$ cat src/rtl/pc_gen.sv
// Fetch program-counter generator: sequential advance on accepted fetches,
// prioritised redirects with a configurable post-redirect bubble.
module pc_gen #(
  parameter int          XLEN         = 64,
  parameter logic [63:0] RESET_PC     = 64'h0000_0000_8000_0000,
  parameter int          INST_BYTES   = 4,
  parameter int          N_REDIR      = 3,
  parameter int          REDIR_BUBBLE = 1,
  parameter int          CNT_W        = 32
) (
  input  logic                     clock,
  input  logic                     reset,
  input  logic [N_REDIR-1:0]       redir_valid,
  input  logic [N_REDIR*XLEN-1:0]  redir_target,
  input  logic                     fetch_ready,
  output logic                     fetch_valid,
  output logic [XLEN-1:0]          fetch_pc,
  output logic [N_REDIR-1:0]       redir_sel,
  output logic [CNT_W-1:0]         redir_cnt
);

  localparam int BW = (REDIR_BUBBLE > 1) ? $clog2(REDIR_BUBBLE) : 1;
  localparam logic [BW-1:0] BUB_INIT = (REDIR_BUBBLE > 0) ? BW'(REDIR_BUBBLE - 1) : BW'(0);
  localparam logic [XLEN-1:0] ALIGN_MASK = ~(XLEN'(INST_BYTES - 1));
  localparam logic [XLEN-1:0] PC_INIT = XLEN'(RESET_PC);
  localparam logic [N_REDIR-1:0] ONE_HOT0 = N_REDIR'(1);

  typedef enum logic [1:0] {
    BOOT   = 2'd0,
    RUN    = 2'd1,
    BUBBLE = 2'd2
  } state_t;

  state_t               state_r;
  logic [BW-1:0]        bubble_cnt_r;
  logic [N_REDIR-1:0]   win_onehot_s;
  logic [XLEN-1:0]      win_target_s;
  logic                 redir_any_s;

  // Lowest-index redirect channel wins; scanning downward lets it overwrite.
  always_comb begin
    win_onehot_s = {N_REDIR{1'b0}};
    win_target_s = {XLEN{1'b0}};
    redir_any_s  = |redir_valid;
    for (int i = N_REDIR - 1; i >= 0; i--) begin
      win_onehot_s = redir_valid[i] ? (ONE_HOT0 << i) : win_onehot_s;
      win_target_s = redir_valid[i] ? redir_target[i*XLEN +: XLEN] : win_target_s;
    end
  end

  // PC state machine; fetch_valid is registered as "next state is RUN".
  always_ff @(posedge clock) begin
    if (reset) begin
      state_r      <= BOOT;
      fetch_pc     <= PC_INIT;
      fetch_valid  <= 1'b0;
      redir_sel    <= {N_REDIR{1'b0}};
      redir_cnt    <= {CNT_W{1'b0}};
      bubble_cnt_r <= BW'(0);
    end else if (redir_any_s) begin
      // A redirect kills any simultaneous handshake in every state.
      fetch_pc     <= win_target_s & ALIGN_MASK;
      redir_sel    <= win_onehot_s;
      redir_cnt    <= redir_cnt + CNT_W'(1);
      bubble_cnt_r <= BUB_INIT;
      if (REDIR_BUBBLE > 0) begin
        state_r     <= BUBBLE;
        fetch_valid <= 1'b0;
      end else begin
        state_r     <= RUN;
        fetch_valid <= 1'b1;
      end
    end else begin
      case (state_r)
        BOOT: begin
          state_r     <= RUN;
          fetch_valid <= 1'b1;
        end
        RUN: begin
          fetch_valid <= 1'b1;
          if (fetch_valid && fetch_ready) begin
            fetch_pc <= fetch_pc + XLEN'(INST_BYTES);
          end else begin
            fetch_pc <= fetch_pc;
          end
        end
        BUBBLE: begin
          if (bubble_cnt_r == BW'(0)) begin
            state_r     <= RUN;
            fetch_valid <= 1'b1;
          end else begin
            bubble_cnt_r <= bubble_cnt_r - BW'(1);
            fetch_valid  <= 1'b0;
          end
        end
        default: begin
          state_r     <= BOOT;
          fetch_valid <= 1'b0;
        end
      endcase
    end
  end

endmodule

$ cat config.mk
export PLATFORM = sky130hd
export DESIGN_NAME = pc_gen
export DESIGN_NICKNAME = d
export VERILOG_FILES = /design/src/rtl/pc_gen.sv
export SDC_FILE = /design/constraint.sdc
export NUM_CORES = 1
export LEC_CHECK = 0
export BUFFER_PORTS_ARGS = -buffer_cell sky130_fd_sc_hd__buf_2
export CORE_MARGIN = 2
export CORE_UTILIZATION = 48
export DETAILED_ROUTE_END_ITERATION = 12
export GPL_TIMING_DRIVEN = 0
export HOLD_SLACK_MARGIN = 0.08
export PLACE_DENSITY = 0.81
export SKIP_LAST_GASP = 1
export SLEW_MARGIN = 20
export SYNTH_ARGS = -nofsm -noshare
export SYNTH_HDL_FRONTEND = slang
export SYNTH_SLANG_ARGS = --single-unit
$ cat constraint.sdc
create_clock -name clock -period 4.34 [get_ports clock]
set_input_delay 0.217 -clock clock [delete_from_list [all_inputs] [get_ports clock]]
set_output_delay 0.217 -clock clock [all_outputs]
set_load 0.02 [all_outputs]
* After elaboration in Yosys (flattened, before gate mapping)
Cells that the tools add are included.
** Operators by class
- Add/subtract/negate cells :: 3
- Equal/unequal tests :: 5
- Mux-type cells :: 15
- Bitwise logic cells :: 1
- Reductions and logical operators :: 11
** Operators with widths (number)
- 64-bit two-way mux :: 6
- 64-bit by 3-bit adder with 64-bit output (second input constant) :: 1
- 32-bit by 1-bit adder with 32-bit output (second input constant) :: 1
- 3-bit two-way mux :: 3
- 2-bit AND reduction :: 4
- 2-bit case mux with 3 select lines :: 1
- 2-bit two-way mux :: 2
- 2-bit inequality test (second input constant) :: 2
- 2-bit nonzero test :: 2
- 4-bit OR reduction :: 1
- 3-bit inequality test (second input constant) :: 1
- 3-bit OR reduction :: 1
- 2-bit by 1-bit == test with 1-bit output (second input constant) :: 1
- 2-bit == test (second input constant) :: 1
- 2-bit zero test :: 1
- 1-bit two-way mux :: 2
- 1-bit case mux with 2 select lines :: 1
- 2-bit OR reduction :: 1
- 1-bit logical AND :: 1
- 1-bit inverter :: 1
- 1-bit subtractor (second input constant) :: 1
** Word-level totals
- Register bits :: 103
- Input bits :: 198
- Output and inout bits :: 100
- Logic and storage cells :: 43

* Longest topological paths before layout
- Word-level depth :: 4
- Gate-level depth with buffers :: 9
- Depth with buffers taken out :: 6

* Worst setup path before layout
OpenSTA, ideal clock, no wires.
- Path kind :: reg-to-reg
- From :: register fetch_pc[12]
- To :: register fetch_pc[31]
- Arrival time :: 2475 ps
- Required time :: 4224 ps
- Path slack :: 1749 ps
- Stages on the path, launching flop included :: 7
- Path buffers :: 1
- Clock period less this slack :: 2591 ps
- Cells stage by stage :: dfxtp_1 nand4_2 or4_1 buf_2 or4_4 or3_1 a31o_2
** Between the ends
- Word-level cells in the longest chain between the ends :: 4
** RTL lines
- start: declaration :: line 17 : output logic [XLEN-1:0] fetch_pc,
- start signal: assignment :: line 62 : fetch_pc <= win_target_s & ALIGN_MASK;
- start signal: assignment :: line 82 : fetch_pc <= fetch_pc + XLEN'(INST_BYTES);
- start signal: assignment :: line 84 : fetch_pc <= fetch_pc;
- 64-bit by 3-bit adder with 64-bit output :: line 82
- 64-bit two-way mux :: line 81 : if (fetch_valid && fetch_ready) begin
- 64-bit two-way mux :: line 74 : case (state_r)
- 64-bit two-way mux :: line 60 : end else if (redir_any_s) begin
No other way between the ends. The select of a mux whose other input is x is not followed.
A chain may end at the register's enable or synchronous reset.

* Final worst setup path
- From :: register state_r[1]
- To :: register fetch_pc[32]
** Between the ends
- Word-level cells in the longest chain between the ends :: 3
** RTL lines
- start: declaration :: line 34 : state_t state_r;
- start signal: assignment :: line 54 : state_r <= BOOT;
- start signal: assignment :: line 67 : state_r <= BUBBLE;
- start signal: assignment :: line 70 : state_r <= RUN;
- 2-bit by 1-bit == test with 1-bit output :: line 74
- 2-bit nonzero test (no source line)
- 2-bit AND reduction (no source line)
No other way between the ends.

==> metrics.csv <==
metric,value,unit
Crit Path Class,reg -> reg,
Synth area leader,dfxtp_1,
cts bufs inserted,9,
"most common cell after layout, fill and taps aside",buf_2,
worst setup path startpoint,state_r[1],
"Seq/Total Area, Yosys",30.4,%
top cell type's share of synthesized area,30.4,%
CTS resizes,0,
post-layout util,64.6,%
IO buf count,287,
Synth Flop Type,dfxtp_1,
switching part of the total,31.6,%
most frequent cells in the layout,"290 x buf_2, 100 x dfxtp_1, 95 x nor2_1",
First-pass DRT Iterations,6,
RSZ-0062 raised after global routing,no,
fraction of registers with async set/reset,0,%
Chip Width,121,um
Starting DRT DRC Count,1125,
layout cell share with drive strength beyond 1,26.3,%
worst hold slack,0.149,ns
# setup viols final,0,
Routability Congestion,1.03,
CP Data Required Time,4.55,ns
ranking of synthesized cells by area,"dfxtp_1 30%, nand4_1 5.4%, nor2_1 5.4%",
leakage power,3.51,nW
max-slew violations,0,
vias per cell,6.41,
Clock Sinks,100,
grt ovf,0,
min-delay src,redir_target[32],
Syn Inst Count,916,
DP HPWL,23100,um
CTS tree,done,
first-pass GRT wire length,45100,um
Die Ht,121,um
share of the cycle needed by the critical path after routing,67.1,%
Logic pwr share,20.9,%
vias in the first global route,8082,
Core Area,0.0133,mm2
type of origin of the critical path,flip-flop,
Residual DRC,0,
Tot GR Track Use,40.3,%
part of the power in registers,42.8,%
final setup TNS,0,ns
largest net degree at the start of global routing,17,
Final Cell Area,0.00859,mm2
row count,42,
final wirelength,30500,um
#FFs+latches synth,100,
outcome,"finished, final reports clean",
Worst Setup End Kind,flip-flop,
r2r startpoint,state_r[1],
Worst Max-Slew Pin Slew,1.07,ns
Area growth syn-to-layout,30.6,%
Sw Pwr,0.784,mW
clock share of power,36.3,%
Placed Instance Area,0.00825,mm2
initial antenna violation count,2,
worst-path fanout max,10,
"Distinct cells, synth",66,
Clock Pin Slew Worst Setup and Hold Paths,0.07,ns
pwr/cell area,289,mW/mm2
H-tree lvl count,3,
Layout Skew,0.00945,ns
final net count,1416,
Hold Path Class,in -> reg,
Routed WL per cell,21.8,um
Skew-Pair Late Insertion Delay,0.35,ns
Hold Fails Final Rpt,0,
DR vias,8966,
maximum clock path buffer count,2,
P_int,1.69,mW
Syn Area/Cell,7.18,um2
number of max-cap violations,0,
VDD IR max,0.183,mV
Synth Warn #,0,
I/O pin count,298,
relative slew slack,28.0,%
Max Freq,0.344,GHz
# Post-CTS Setup Buffers,0,
critical path arrival,3.12,ns
Post-synth EDFFs,0,
CTS Root Cell,clkbuf_16,
initial cell density of the core,49.5,%
antenna-violating nets left,0,
Mapped Area,0.00658,mm2
Die Area,0.0147,mm2
hold bufs inserted after CTS,0,
Final min period,2.91,ns
[through the flow]
step                      power (mW)  worst slack [ns]  instances
after floorplan                 1.33              1.75        917
after global placement          1.57              1.15       1380
after detailed placement        1.58              1.35       1381
after CTS                       2.45              1.35       1397
after global routing            2.55              1.39       1398
final                           2.48              1.43       1398
[cell families after synthesis]
kind of cell	share of synthesized area, %
simple gates	34.0
compound gates	22.4
flops	30.4
buf+inv	5.14
xor+xnor	6.13
mux	1.41
fa+ha+maj	0.380
other cells	0.0570
[Yosys cell counts (all sizes together), types with 11 or more instances]
library cell,instances
a211oi,20
a21oi,56
a31oi,14
and3,19
buf,16
clkbuf,58
dfxtp,100
inv,12
nand2,90
nand3,60
nand4,59
nor2,95
nor3,35
nor4,28
o21ai,44
o221ai,12
o22ai,43
or4,11
xnor2,12
xor2,34
[routing by layer]
layer / share of wire, % / routed length (um) / vias to the layer above / track usage [%]
met2: 44 / 13500 / 640 / 62.1
li1: - / - / 4050 / -
met3: 12 / 3580 / 130 / 8.83
met5: 0.036 / 11 / - / 0
met4: 5.6 / 1700 / 2 / 21.3
met1: 39 / 11800 / 4144 / 52.5
[sequential cells by signal, indices dropped and copies added (netlist names)]
name / flops
redir_sel: 3
fetch_valid: 1
fetch_pc: 62
redir_cnt: 32
state_r: 2
[power groups by stage]
stage | Combinational, mW | Clock (mW) | Sequential (mW)
after global placement | 0.498 | 0 | 1.07
after global routing | 0.554 | 0.936 | 1.07
final | 0.517 | 0.901 | 1.06
after floorplan | 0.216 | 0 | 1.11
after detailed placement | 0.503 | 0 | 1.07
after CTS | 0.506 | 0.895 | 1.05
[critical path, cell delays in order (launching register included)]
cell and delay [ns]:
dfxtp_1 0.34, and4b_1 0.26, clkbuf_1 0.37, clkbuf_1 0.58, clkbuf_1 0.71, nand3_1 0.13, o21ai_0 0.29, nor3_1 0.08
[final timing paths]
path                  endpoint  slack (ns)  depth (start not counted)
setup / recovery  fetch_pc[32]        1.43                          7
hold / removal    fetch_pc[32]        0.15                          3
setup reg to reg  fetch_pc[32]        1.43                          7
hold reg to reg    fetch_valid        0.50                          1
[cell type report]
class | instances | area, um2
buffer | 74 | 289
sequential | 100 | 2000
fill | 1209 | 4710
inverter | 13 | 48.8
antenna | 1 | 2.50
timing repair buffer | 288 | 1440
multi-input combinational | 730 | 4260
tap | 176 | 220
clock inverter | 5 | 82.6
clock buffer | 11 | 243
Power figures use the tool's default switching activity.
